**src/rtl/battleship_pkg.sv**
```systemverilog
// Shared types and constants for the Battleship shot controller.
// Latency: none (types, constants and a pure decode function only).
// Backpressure: not applicable.
package battleship_pkg;

  localparam int BOARD_DIM      = 10;
  localparam int RESULT_LAT_DEF = 1;
  localparam int BIG_SHOTS_DEF  = 3;
  localparam int MAX_SHOTS_DEF  = 60;
  localparam int WIN_HITS_DEF   = 17;

  typedef enum logic [2:0] {
    ST_IDLE,
    ST_ISSUE,
    ST_WAIT,
    ST_REPORT,
    ST_OVER
  } shot_state_t;

  typedef enum logic [1:0] {
    RES_NONE,
    RES_HIT,
    RES_NEAR,
    RES_MISS
  } shot_result_t;

  // A verdict is only meaningful when exactly one flag is raised.
  function automatic shot_result_t decode_verdict(input logic hit,
                                                  input logic near,
                                                  input logic miss);
    shot_result_t res;
    case ({hit, near, miss})
      3'b100:  res = RES_HIT;
      3'b010:  res = RES_NEAR;
      3'b001:  res = RES_MISS;
      default: res = RES_NONE;
    endcase
    return res;
  endfunction

endpackage

```
**src/rtl/battleship_shot_ctrl_edge_detect.sv**
```systemverilog
// Rising-edge detector for the already-synchronised fire level.
// Latency: pulse is combinational from the input in the cycle the level rises.
// Backpressure: none; a held level yields exactly one pulse.
module edge_detect (
  input  logic clock,
  input  logic reset,
  input  logic sig_in,
  output logic rise
);

  logic prev_q;
  logic prev_d;

  // Previous-cycle sample of the level.
  always_comb begin
    prev_d = sig_in;
  end

  // Previous-value register, cleared so a level high out of reset still fires once.
  always_ff @(posedge clock or posedge reset) begin
    if (reset) prev_q <= 1'b0;
    else       prev_q <= prev_d;
  end

  assign rise = sig_in & ~prev_q;

endmodule

```
**src/rtl/battleship_shot_ctrl.sv**
```systemverilog
// Turn sequencer: validates fire requests, strobes the scorer, captures the verdict, tracks budgets.
// Latency: fire event in t -> score_this in t+1 -> result_valid in t+2+RESULT_LAT.
// Backpressure: ready is low from ISSUE until back in IDLE; fire events outside IDLE are dropped.
module battleship_shot_ctrl
  import battleship_pkg::*;
#(
  parameter int RESULT_LAT = RESULT_LAT_DEF,
  parameter int BIG_SHOTS  = BIG_SHOTS_DEF,
  parameter int MAX_SHOTS  = MAX_SHOTS_DEF,
  parameter int WIN_HITS   = WIN_HITS_DEF
) (
  input  logic       clock,
  input  logic       reset,
  input  logic       new_game,
  input  logic       fire,
  input  logic [3:0] x,
  input  logic [3:0] y,
  input  logic       big,
  input  logic       sc_hit,
  input  logic       sc_near_miss,
  input  logic       sc_miss,
  input  logic       sc_something_wrong,
  output logic       score_this,
  output logic [3:0] sc_x,
  output logic [3:0] sc_y,
  output logic       sc_big,
  output logic [1:0] sc_big_left,
  output logic       ready,
  output logic       result_valid,
  output logic       last_hit,
  output logic       last_near_miss,
  output logic       last_miss,
  output logic       reject,
  output logic [6:0] shots_left,
  output logic [4:0] hit_count,
  output logic       game_over,
  output logic       win,
  output logic       error
);

  shot_state_t  state_q, state_d;
  logic [1:0]   wait_cnt_q, wait_cnt_d;
  logic [3:0]   sc_x_q, sc_x_d;
  logic [3:0]   sc_y_q, sc_y_d;
  logic         sc_big_q, sc_big_d;
  logic [1:0]   big_left_q, big_left_d;
  logic [6:0]   shots_left_q, shots_left_d;
  logic [4:0]   hit_count_q, hit_count_d;
  shot_result_t last_q, last_d;
  logic         win_q, win_d;
  logic         error_q, error_d;
  logic         reject_q, reject_d;

  logic         fire_rise;
  logic         shot_ok;
  logic         wait_done;
  logic         verdict_ok;
  shot_result_t verdict;

  edge_detect u_fire_edge (
    .clock  (clock),
    .reset  (reset),
    .sig_in (fire),
    .rise   (fire_rise)
  );

  // Shot legality, verdict decode and the WAIT terminal-count flag.
  always_comb begin
    shot_ok    = (x < 4'(BOARD_DIM)) && (y < 4'(BOARD_DIM)) && (!big || (big_left_q != 2'd0));
    verdict    = decode_verdict(sc_hit, sc_near_miss, sc_miss);
    verdict_ok = (verdict != RES_NONE) && !sc_something_wrong;
    wait_done  = (wait_cnt_q == 2'd0);
  end

  // State and datapath registers.
  always_ff @(posedge clock or posedge reset) begin
    if (reset) begin
      state_q      <= ST_IDLE;
      wait_cnt_q   <= 2'd0;
      sc_x_q       <= 4'd0;
      sc_y_q       <= 4'd0;
      sc_big_q     <= 1'b0;
      big_left_q   <= 2'(BIG_SHOTS);
      shots_left_q <= 7'(MAX_SHOTS);
      hit_count_q  <= 5'd0;
      last_q       <= RES_NONE;
      win_q        <= 1'b0;
      error_q      <= 1'b0;
      reject_q     <= 1'b0;
    end else begin
      state_q      <= state_d;
      wait_cnt_q   <= wait_cnt_d;
      sc_x_q       <= sc_x_d;
      sc_y_q       <= sc_y_d;
      sc_big_q     <= sc_big_d;
      big_left_q   <= big_left_d;
      shots_left_q <= shots_left_d;
      hit_count_q  <= hit_count_d;
      last_q       <= last_d;
      win_q        <= win_d;
      error_q      <= error_d;
      reject_q     <= reject_d;
    end
  end

  // Next-state logic; new_game overrides every other transition.
  always_comb begin
    state_d = state_q;
    case (state_q)
      ST_IDLE:   if (fire_rise && shot_ok) state_d = ST_ISSUE;
      ST_ISSUE:  state_d = ST_WAIT;
      ST_WAIT:   if (wait_done) state_d = verdict_ok ? ST_REPORT : ST_OVER;
      ST_REPORT: begin
        if (hit_count_q == 5'(WIN_HITS))  state_d = ST_OVER;
        else if (shots_left_q == 7'd0)    state_d = ST_OVER;
        else                              state_d = ST_IDLE;
      end
      ST_OVER:   state_d = ST_OVER;
      default:   state_d = ST_IDLE;
    endcase
    if (new_game) state_d = ST_IDLE;
  end

  // Datapath updates. Budgets are charged on acceptance so that sc_big_left
  // already shows the post-shot value in ISSUE and holds through WAIT.
  always_comb begin
    wait_cnt_d   = wait_cnt_q;
    sc_x_d       = sc_x_q;
    sc_y_d       = sc_y_q;
    sc_big_d     = sc_big_q;
    big_left_d   = big_left_q;
    shots_left_d = shots_left_q;
    hit_count_d  = hit_count_q;
    last_d       = last_q;
    win_d        = win_q;
    error_d      = error_q;
    reject_d     = 1'b0;
    case (state_q)
      ST_IDLE: begin
        if (fire_rise) begin
          if (shot_ok) begin
            sc_x_d       = x;
            sc_y_d       = y;
            sc_big_d     = big;
            shots_left_d = (shots_left_q != 7'd0) ? shots_left_q - 7'd1 : 7'd0;
            if (big) big_left_d = big_left_q - 2'd1;
          end else begin
            reject_d = 1'b1;
          end
        end
      end
      ST_ISSUE: wait_cnt_d = 2'(RESULT_LAT - 1);
      ST_WAIT: begin
        if (!wait_done) begin
          wait_cnt_d = wait_cnt_q - 2'd1;
        end else if (verdict_ok) begin
          last_d = verdict;
          if (verdict == RES_HIT) hit_count_d = hit_count_q + 5'd1;
        end else begin
          error_d = 1'b1;
        end
      end
      ST_REPORT: if (hit_count_q == 5'(WIN_HITS)) win_d = 1'b1;
      default: ;
    endcase
    if (new_game) begin
      wait_cnt_d   = 2'd0;
      sc_x_d       = 4'd0;
      sc_y_d       = 4'd0;
      sc_big_d     = 1'b0;
      big_left_d   = 2'(BIG_SHOTS);
      shots_left_d = 7'(MAX_SHOTS);
      hit_count_d  = 5'd0;
      last_d       = RES_NONE;
      win_d        = 1'b0;
      error_d      = 1'b0;
      reject_d     = 1'b0;
    end
  end

  // Outputs decoded from state or taken straight from registers.
  always_comb begin
    score_this     = (state_q == ST_ISSUE);
    result_valid   = (state_q == ST_REPORT);
    ready          = (state_q == ST_IDLE);
    game_over      = (state_q == ST_OVER);
    sc_x           = sc_x_q;
    sc_y           = sc_y_q;
    sc_big         = sc_big_q;
    sc_big_left    = big_left_q;
    shots_left     = shots_left_q;
    hit_count      = hit_count_q;
    last_hit       = (last_q == RES_HIT);
    last_near_miss = (last_q == RES_NEAR);
    last_miss      = (last_q == RES_MISS);
    win            = win_q;
    error          = error_q;
    reject         = reject_q;
  end

endmodule

```
**config.mk**
```make
export PLATFORM = sky130hd
export DESIGN_NAME = battleship_shot_ctrl
export DESIGN_NICKNAME = d
export VERILOG_FILES = /design/src/rtl/battleship_pkg.sv /design/src/rtl/battleship_shot_ctrl_edge_detect.sv /design/src/rtl/battleship_shot_ctrl.sv
export SDC_FILE = /design/constraint.sdc
export NUM_CORES = 1
export LEC_CHECK = 0
export ABC_AREA = 1
export CORE_UTILIZATION = 44
export DETAILED_ROUTE_END_ITERATION = 10
export PLACE_DENSITY = 0.76
export SLEW_MARGIN = 40
export SYNTH_ARGS = -nofsm -noshare
export SYNTH_HDL_FRONTEND = slang
export SYNTH_SLANG_ARGS = --single-unit
```
**constraint.sdc**
```tcl
create_clock -name clock -period 1.5 [get_ports clock]
set_input_delay 0.15 -clock clock [delete_from_list [all_inputs] [get_ports clock]]
set_output_delay 0.15 -clock clock [all_outputs]
set_load 0.01 [all_outputs]
```
==> results of run 1 <==
-- power groups by stage --
stage	sequential [mW]	clock, mW	combinational, mW
after floorplan	1.10	0	0.371
after global placement	1.08	0	0.711
after detailed placement	1.08	0	0.729
after CTS	1.06	0.896	0.722
after global routing	1.08	0.943	0.826
final	1.07	0.882	0.750
-- timing repair --
| item | in CTS | in global routing |
|---|---|---|
| setup endpoints to repair | 12 | 27 |
| buffers inserted | 3 | 4 |
| pin swaps | 3 | 22 |
| hold endpoints to repair | 0 | 0 |
| cloned | 0 | 0 |
| gates resized for setup | 26 | 17 |
-- cells in the final DEF, fill, tap and decap left out, types with 2 or more instances in the layout --
cell type | netlist | final
nor2_1 | 28 | 26
a21oi_1 | 8 | 7
buf_4 | 1 | 19
o21ai_4 | 2 | 2
buf_6 | 1 | 4
xor2_1 | 3 | 3
clkbuf_8 | 0 | 6
inv_1 | 38 | 33
nand2_2 | 2 | 5
nor2_4 | 1 | 4
nand3_2 | 1 | 3
nor2_2 | 4 | 3
or2_2 | 2 | 2
nand2_4 | 1 | 2
clkdlybuf4s50_1 | 0 | 37
ha_1 | 6 | 5
nand4_1 | 3 | 3
buf_2 | 1 | 2
inv_2 | 1 | 6
o21ai_1 | 3 | 4
dlygate4sd2_1 | 0 | 8
o21ai_0 | 6 | 5
nand3_1 | 21 | 19
nand2_1 | 86 | 82
dfstp_2 | 6 | 6
dfrtp_1 | 28 | 27
nor3_2 | 0 | 2
-- routing by layer --
metal  routed length, µm  vias up
li1                    -      979
met1                2060      884
met2                2330       53
met3                 214       10
met4                 112        0
met5                   0        -
-- logic make-up (layout without fill, tap and decap cells) --
family,count (synthesis),in the layout
compound gates,20,20
simple gates,158,158
xor+xnor,3,3
flops,34,34
buf+inv,44,121
fa+ha+maj,6,6
-- final cells by class --
class | count | share of cell area (%)
sequential | 34 | 29.8
clock buffer | 7 | 2.99
tap | 52 | 2.26
multi-input combinational | 187 | 35.3
inverter | 40 | 5.21
timing repair buffer | 73 | 23.4
clock inverter | 1 | 1.04
-- cell usage after synthesis, drive strengths merged (2+ instances only) --
library cell  instances  area [µm²]
nand3                22         115
buf                   3        23.8
nor3                  4        31.3
inv                  39         146
nand2                89         347
nand4                 5        52.6
dfrtp                28         701
nor2                 33         141
o21ai                11        77.6
ha                    6        75.1
xor2                  3        26.3
dfstp                 6         158
or2                   2        12.5
a21oi                 8        40.0
-- path summary, 6_finish.rpt --
check / from / endpoint / slack [ns] / depth (start not counted)
worst max-delay path: state_q[1]$_DFFE_PP0P_ / state_q[2]$_DFFE_PP0P_ / 0.008 / 11
worst min-delay path: reset / shots_left[6]$_DFFE_PP0P_ / 0.19 / 3
worst max register to register: state_q[1]$_DFFE_PP0P_ / state_q[2]$_DFFE_PP0P_ / 0.008 / 11
worst min register to register: sc_y[2]$_DFFE_PP0P_ / sc_y[2]$_DFFE_PP0P_ / 0.47 / 2
max in group asynchronous: reset / sc_big_left[1]$_DFFE_PP1P_ / 1.06 / 3
min in group clock: fire / u_fire_edge.prev_q$_DFF_PP0_ / 0.32 / 1
-- flip-flops by register name, indices dropped and copies added (netlist names) --
signal and flops:
shots_left 7, hit_count 5, sc_x 4, sc_y 4, state_q 3, last_q 2, sc_big_left 2, wait_cnt_q 2
error 1, reject 1, sc_big 1, u_fire_edge.prev_q 1, win 1
-- critical path, cell delays in order (launching register included) --
cell and delay, ns:
dfrtp_1 0.39, buf_6 0.13, nor2_4 0.09, inv_1 0.07
nor2_2 0.16, buf_4 0.14, buf_4 0.09, buf_4 0.09
inv_1 0.03, nand2_1 0.07, nor2_1 0.05, nor2_1 0.11
==> summary.md, run 1 <==
| Metric | Value |
|---|---|
| Final wirelength | `4720 µm` |
| Yosys reg bits | `34` |
| Met2 usage | `36.0%` |
| Design Area, Final | `0.00288 mm²` |
| Bufs on Longest Clock Path | `2` |
| Critical Path End Type | `flip-flop` |
| Vias post-DR | `1926` |
| Tightest Pin Transition | `0.341 ns` |
| Cell-internal power | `1.90 mW` |
| Synth Area in Simple Gates | `36.3%` |
| Residual DRC | `0` |
| Synthesized-area fraction occupied by adder cells | `3.79%` |
| Post-CTS Hold Buffers | `0` |
| Starting DRC count in detailed routing | `140` |
| Pin count of the biggest net entering global routing | `35` |
| Startpoint types | `flip-flop` |
| Final GP Congestion | `between 0.8 and 0.9` |
| Met3 GRT Util | `3.95%` |
| Post-DP Area | `0.00268 mm²` |
| Multiplexer share of the synthesized area | `0%` |
| Final Non-Filler Cells | `394` |
| Grt ovf | `0` |
| Reg area | `roughly 860 µm²` |
| Core Rows | `24` |
| DP Worst Slack | `-0.0946 ns` |
| # clock sinks | `34` |
| Critical path arrival | `between 1.5 and 2 ns` |
| CP max FO | `3` |
| Diode count | `0` |
| Worst Skew | `between 0.008 and 0.009 ns` |
| Multi-input gate area | `0.00102 mm²` |
| H-tree levels | `2` |
| RSZ-0062 raised after global routing | `yes` |
| Final Net Count | `~360` |
| Leak pwr | `roughly 1.5 nW` |
| Post-DRT Antenna Nets | `0` |
| Min Tclk post-route | `~1.5 ns` |
| First-pass GRT wire length | `8090 µm` |
| Vias in the first global route | `1845` |
| Starting Density | `45.5%` |
| Post-layout util | `approximately 66%` |
| EDFF count, synth | `0` |
| Req. time, crit path | `1.73 ns` |
| Switching pwr | `0.802 mW` |
| Vias per inst | `between 4 and 5` |
| Post-Synthesis Cells | `about 270` |
| Hold crit path type | `in2async` |
| Pwr Density | `936 mW/mm²` |
| Period utilisation layout | `99.5%` |
| I/O Buffers | `49` |
| YS warnings | `0` |
| First-pass DRT Iterations | `4` |
| Fin worst setup slack | `just under 0.008 ns` |
| Sequential area share after synthesis | `43.3%` |
| Clock tree from TritonCTS | `yes` |
| Layout fillers | `372` |
| Status | `complete, no violations` |
| Power share of the sequential group | `39.5%` |
| Die height | `69.1 µm` |
| GRT busiest layer | `met2` |
| Antenna violations before repair | `0` |
| Skew-Pair Late Insertion Delay | `roughly 0.3 ns` |
| Placed Cells incl. Taps | `379` |
| Crit Path Category | `reg2reg` |
| Ports | `50` |
| Area of the core | `0.00435 mm²` |
| Fin Setup TNS | `0 ns` |
| Logic pwr share | `27.8%` |
| Worst vdd ir | `477 µV` |
| Compound-Gate Fraction of Synth Area | `6.31%` |
| Layout cells sized above 1 | `approximately 22%` |
| Synth unique cells | `33` |
| Post-synth top flop | `dfrtp_1` |
| CTS buffer count | `5` |
| Switch share | `29.7%` |
| Pwr Total | `between 2 and 3 mW` |
| Relative slew margins | `77.2%` |
| Area grow syn2layout | `45.5%` |
| Final setup fails | `0` |
| Clock share of power | `between 30% and 40%` |
| Largest family of logic cells by synthesized area | `simple AND/OR/NAND/NOR gates` |
| Mapped cell area | `0.00198 mm²` |
| Asr flop ratio synth | `100%` |
| GR Util met1 | `25.4%` |
| Final Hold Viols | `0` |
| Clock tree root driver cell | `clkbuf_8` |
| Hold Slack | `0.192 ns` |
| DIE AREA | `roughly 0.0048 mm²` |
| Avg Cell Area, Syn | `7.48 µm²` |
| Die width | `69.1 µm` |
| Maxcap violations | `0` |
| F_max | `~670 MHz` |
| Reg clk slew, reported paths | `roughly 0.070 ns` |
| XOR/XNOR Fraction of Synth Area | `1.33%` |
| Total GRT Usage | `between 20% and 30%` |
| Slew Limit Fails | `0` |
| Hpwl dp | `3390 µm` |
| Mapped Nets | `~290` |
| Avg WL per Cell | `12.0 µm` |
No activity file was read; power rests on OpenSTA's default activity.
==> run 2: changes to the inputs <==
--- a/config.mk
+++ b/config.mk
@@ -6,6 +6,7 @@
 export NUM_CORES = 1
 export LEC_CHECK = 0
 export ABC_AREA = 1
+export CAP_MARGIN = 20
 export CORE_UTILIZATION = 44
 export DETAILED_ROUTE_END_ITERATION = 10
 export PLACE_DENSITY = 0.76
==> results of run 2 <==
Final layout, timing and power as in run 1 (identical DEF).
==> run 3: changes to the inputs <==
--- a/config.mk
+++ b/config.mk
@@ -9,7 +9,9 @@
 export CAP_MARGIN = 20
 export CORE_UTILIZATION = 44
 export DETAILED_ROUTE_END_ITERATION = 10
+export GPL_ROUTABILITY_DRIVEN = 0
 export PLACE_DENSITY = 0.76
+export SKIP_CTS_REPAIR_TIMING = 1
 export SLEW_MARGIN = 40
 export SYNTH_ARGS = -nofsm -noshare
 export SYNTH_HDL_FRONTEND = slang
==> run 3 against run 2 <==
  * The run now ends with setup timing left
  * Cell count unchanged
  * Clock skew hardly changed
  * First-iteration DRC count shrank 3.6%
  * Setup slack worse by 0.26 ns
  * Power increased by 0.47%
  * Final area increased by 1.7%
==> summary.md, run 3 (synthesized netlist as in run 1, its figures left out) <==
| Metric | Value |
|---|---|
| CTS buffer count | `5` |
| First-pass DRT Iterations | `4` |
| Startpoint types | `flip-flop` |
| Avg WL per Cell | `12.2 µm` |
| Critical path arrival | `1.60 ns` |
| Starting Density | `45.5%` |
| Relative slew margins | `84.8%` |
| Min Tclk post-route | `1.75 ns` |
| Ports | `50` |
| Hold Slack | `0.194 ns` |
| Leak pwr | `1.58 nW` |
| Fin Setup TNS | `-0.489 ns` |
| Area grow syn2layout | `47.9%` |
| Diode count | `0` |
| Maxcap violations | `0` |
| Most frequent cells in the layout | `81 x nand2_1, 38 x clkdlybuf4s50_1, 35 x inv_1, 27 x dfrtp_1, 24 x nor2_1` |
| Clock tree from TritonCTS | `yes` |
| Bufs on Longest Clock Path | `2` |
| Critical path's top delay family | `buffers and inverters` |
| Area of the core | `0.00435 mm²` |
| Layout fillers | `around 360` |
| CP max FO | `4` |
| Pin count of the biggest net entering global routing | `35` |
| Post-DRT Antenna Nets | `0` |
| Worst vdd ir | `481 µV` |
| Antenna violations before repair | `0` |
| Final Net Count | `364` |
| Pwr Density | `925 mW/mm²` |
| Final wirelength | `4790 µm` |
| Critical Path End Type | `output port` |
| RSZ-0062 raised after global routing | `yes` |
| First-pass GRT wire length | `7820 µm` |
| Slew Limit Fails | `0` |
| Vias in the first global route | `1810` |
| Req. time, crit path | `~1.4 ns` |
| Period utilisation layout | `117%` |
| Hpwl dp | `3390 µm` |
| CP max-delay cell | `clkdlybuf4s50_1` |
| Status | `finished with violations` |
| Fin worst setup slack | `-0.252 ns` |
| Reg clk slew, reported paths | `0.07 ns` |
| Slowest stage delay, CP | `0.58 ns` |
| Grt ovf | `0` |
| # clock sinks | `34` |
| Critical-path cell list | `inv_1 > nor3_2 > clkdlybuf4s50_1` |
| Multi-input gate area | `0.00104 mm²` |
| Max reg flops | `7` |
| I/O Buffers | `49` |
| Crit Path Category | `reg2out` |
| Final setup fails | `10` |
| Die width | `69.1 µm` |
| Die height | `69.1 µm` |
| Vias post-DR | `1949` |
| Skew-Pair Late Insertion Delay | `0.30 ns` |
| Worst Skew | `0.00937 ns` |
| Starting DRC count in detailed routing | `roughly 140` |
| Layout cells sized above 1 | `22.5%` |
| Total GRT Usage | `20.4%` |
| Vias per inst | `slightly below 5` |
| DIE AREA | `0.00478 mm²` |
| Final Hold Viols | `0` |
| CP bufs+invs | `2` |
| H-tree levels | `2` |
| Tightest Pin Transition | `0.227 ns` |
| Commonest non-fill, non-tap cell in the layout | `nand2_1` |
| F_max | `571 MHz` |
| Hold crit path type | `in2async` |
| Core Rows | `24` |
| Clock tree root driver cell | `clkbuf_8` |
| Pwr Total | `2.71 mW` |
| Failing checks | `setup timing` |
| Reg area | `860 µm²` |
| Residual DRC | `0` |
[run 3: power breakdown]
group,switching (mW),leakage [nW],internal (mW)
sequential,0.0573,0.446,1.01
clock,0.338,0.0585,0.542
combinational,0.410,1.07,0.358
[run 3: final timing paths]
check                                             from                           end  slack (ns)  cells past startpoint
min in group clock                                fire  u_fire_edge.prev_q$_DFF_PP0_        0.32                      1
max in group asynchronous                        reset    sc_big_left[1]$_DFFE_PP1P_        1.06                      3
worst min-delay path                             reset     shots_left[6]$_DFFE_PP0P_        0.19                      3
worst max register to register  state_q[1]$_DFFE_PP0P_     shots_left[0]$_DFFE_PP0P_       -0.05                      9
worst min register to register     sc_x[2]$_DFFE_PP0P_           sc_x[2]$_DFFE_PP0P_        0.47                      2
worst max-delay path            state_q[0]$_DFFE_PP0P_                    score_this       -0.25                      3
[run 3: layout make-up]
| cell class | count | area share [%] |
|---|---|---|
| Clock buffer | 7 | 2.94 |
| Clock inverter | 1 | 1.02 |
| Inverter | 40 | 5.12 |
| Multi-Input combinational cell | 188 | 35.5 |
| Sequential cell | 34 | 29.3 |
| Tap cell | 52 | 2.22 |
| Timing Repair Buffer | 72 | 23.9 |
[run 3: layer usage]
layer  routed length (µm)  global-route usage, %  share of wire, %  vias to the layer above
met3                  240                   4.24               5.0                       10
met4                   98                   10.7               2.0                        0
li1                     -                      -                 -                      980
met2                 2380                   34.5                50                       59
met1                 2070                   24.4                43                      900
met5                    0                      0                 0                        -
[run 3: worst register-to-register path: cells and delay by family (launching register included)]
family | cells | cell delay (ns)
DFF | 1 | 0.41
buffers and inverters | 4 | 0.59
AOI/OAI and AO/OA | 1 | 0.11
and+or+nand+nor | 4 | 0.38
[run 3: metrics by stage]
stage | setup slack, ns | area (µm²) | utilization [%] | instances
2_1_floorplan | -0.0184 | 2010 | - | 265
3_3_place_gp | -0.0531 | 2680 | 61.4 | 379
3_5_place_dp | -0.0946 | 2680 | 61.4 | 379
4_1_cts | -0.354 | 2790 | 64.1 | 387
5_1_grt | -0.294 | 2930 | 67.3 | 394
6_report | -0.252 | 2930 | 67.3 | 394
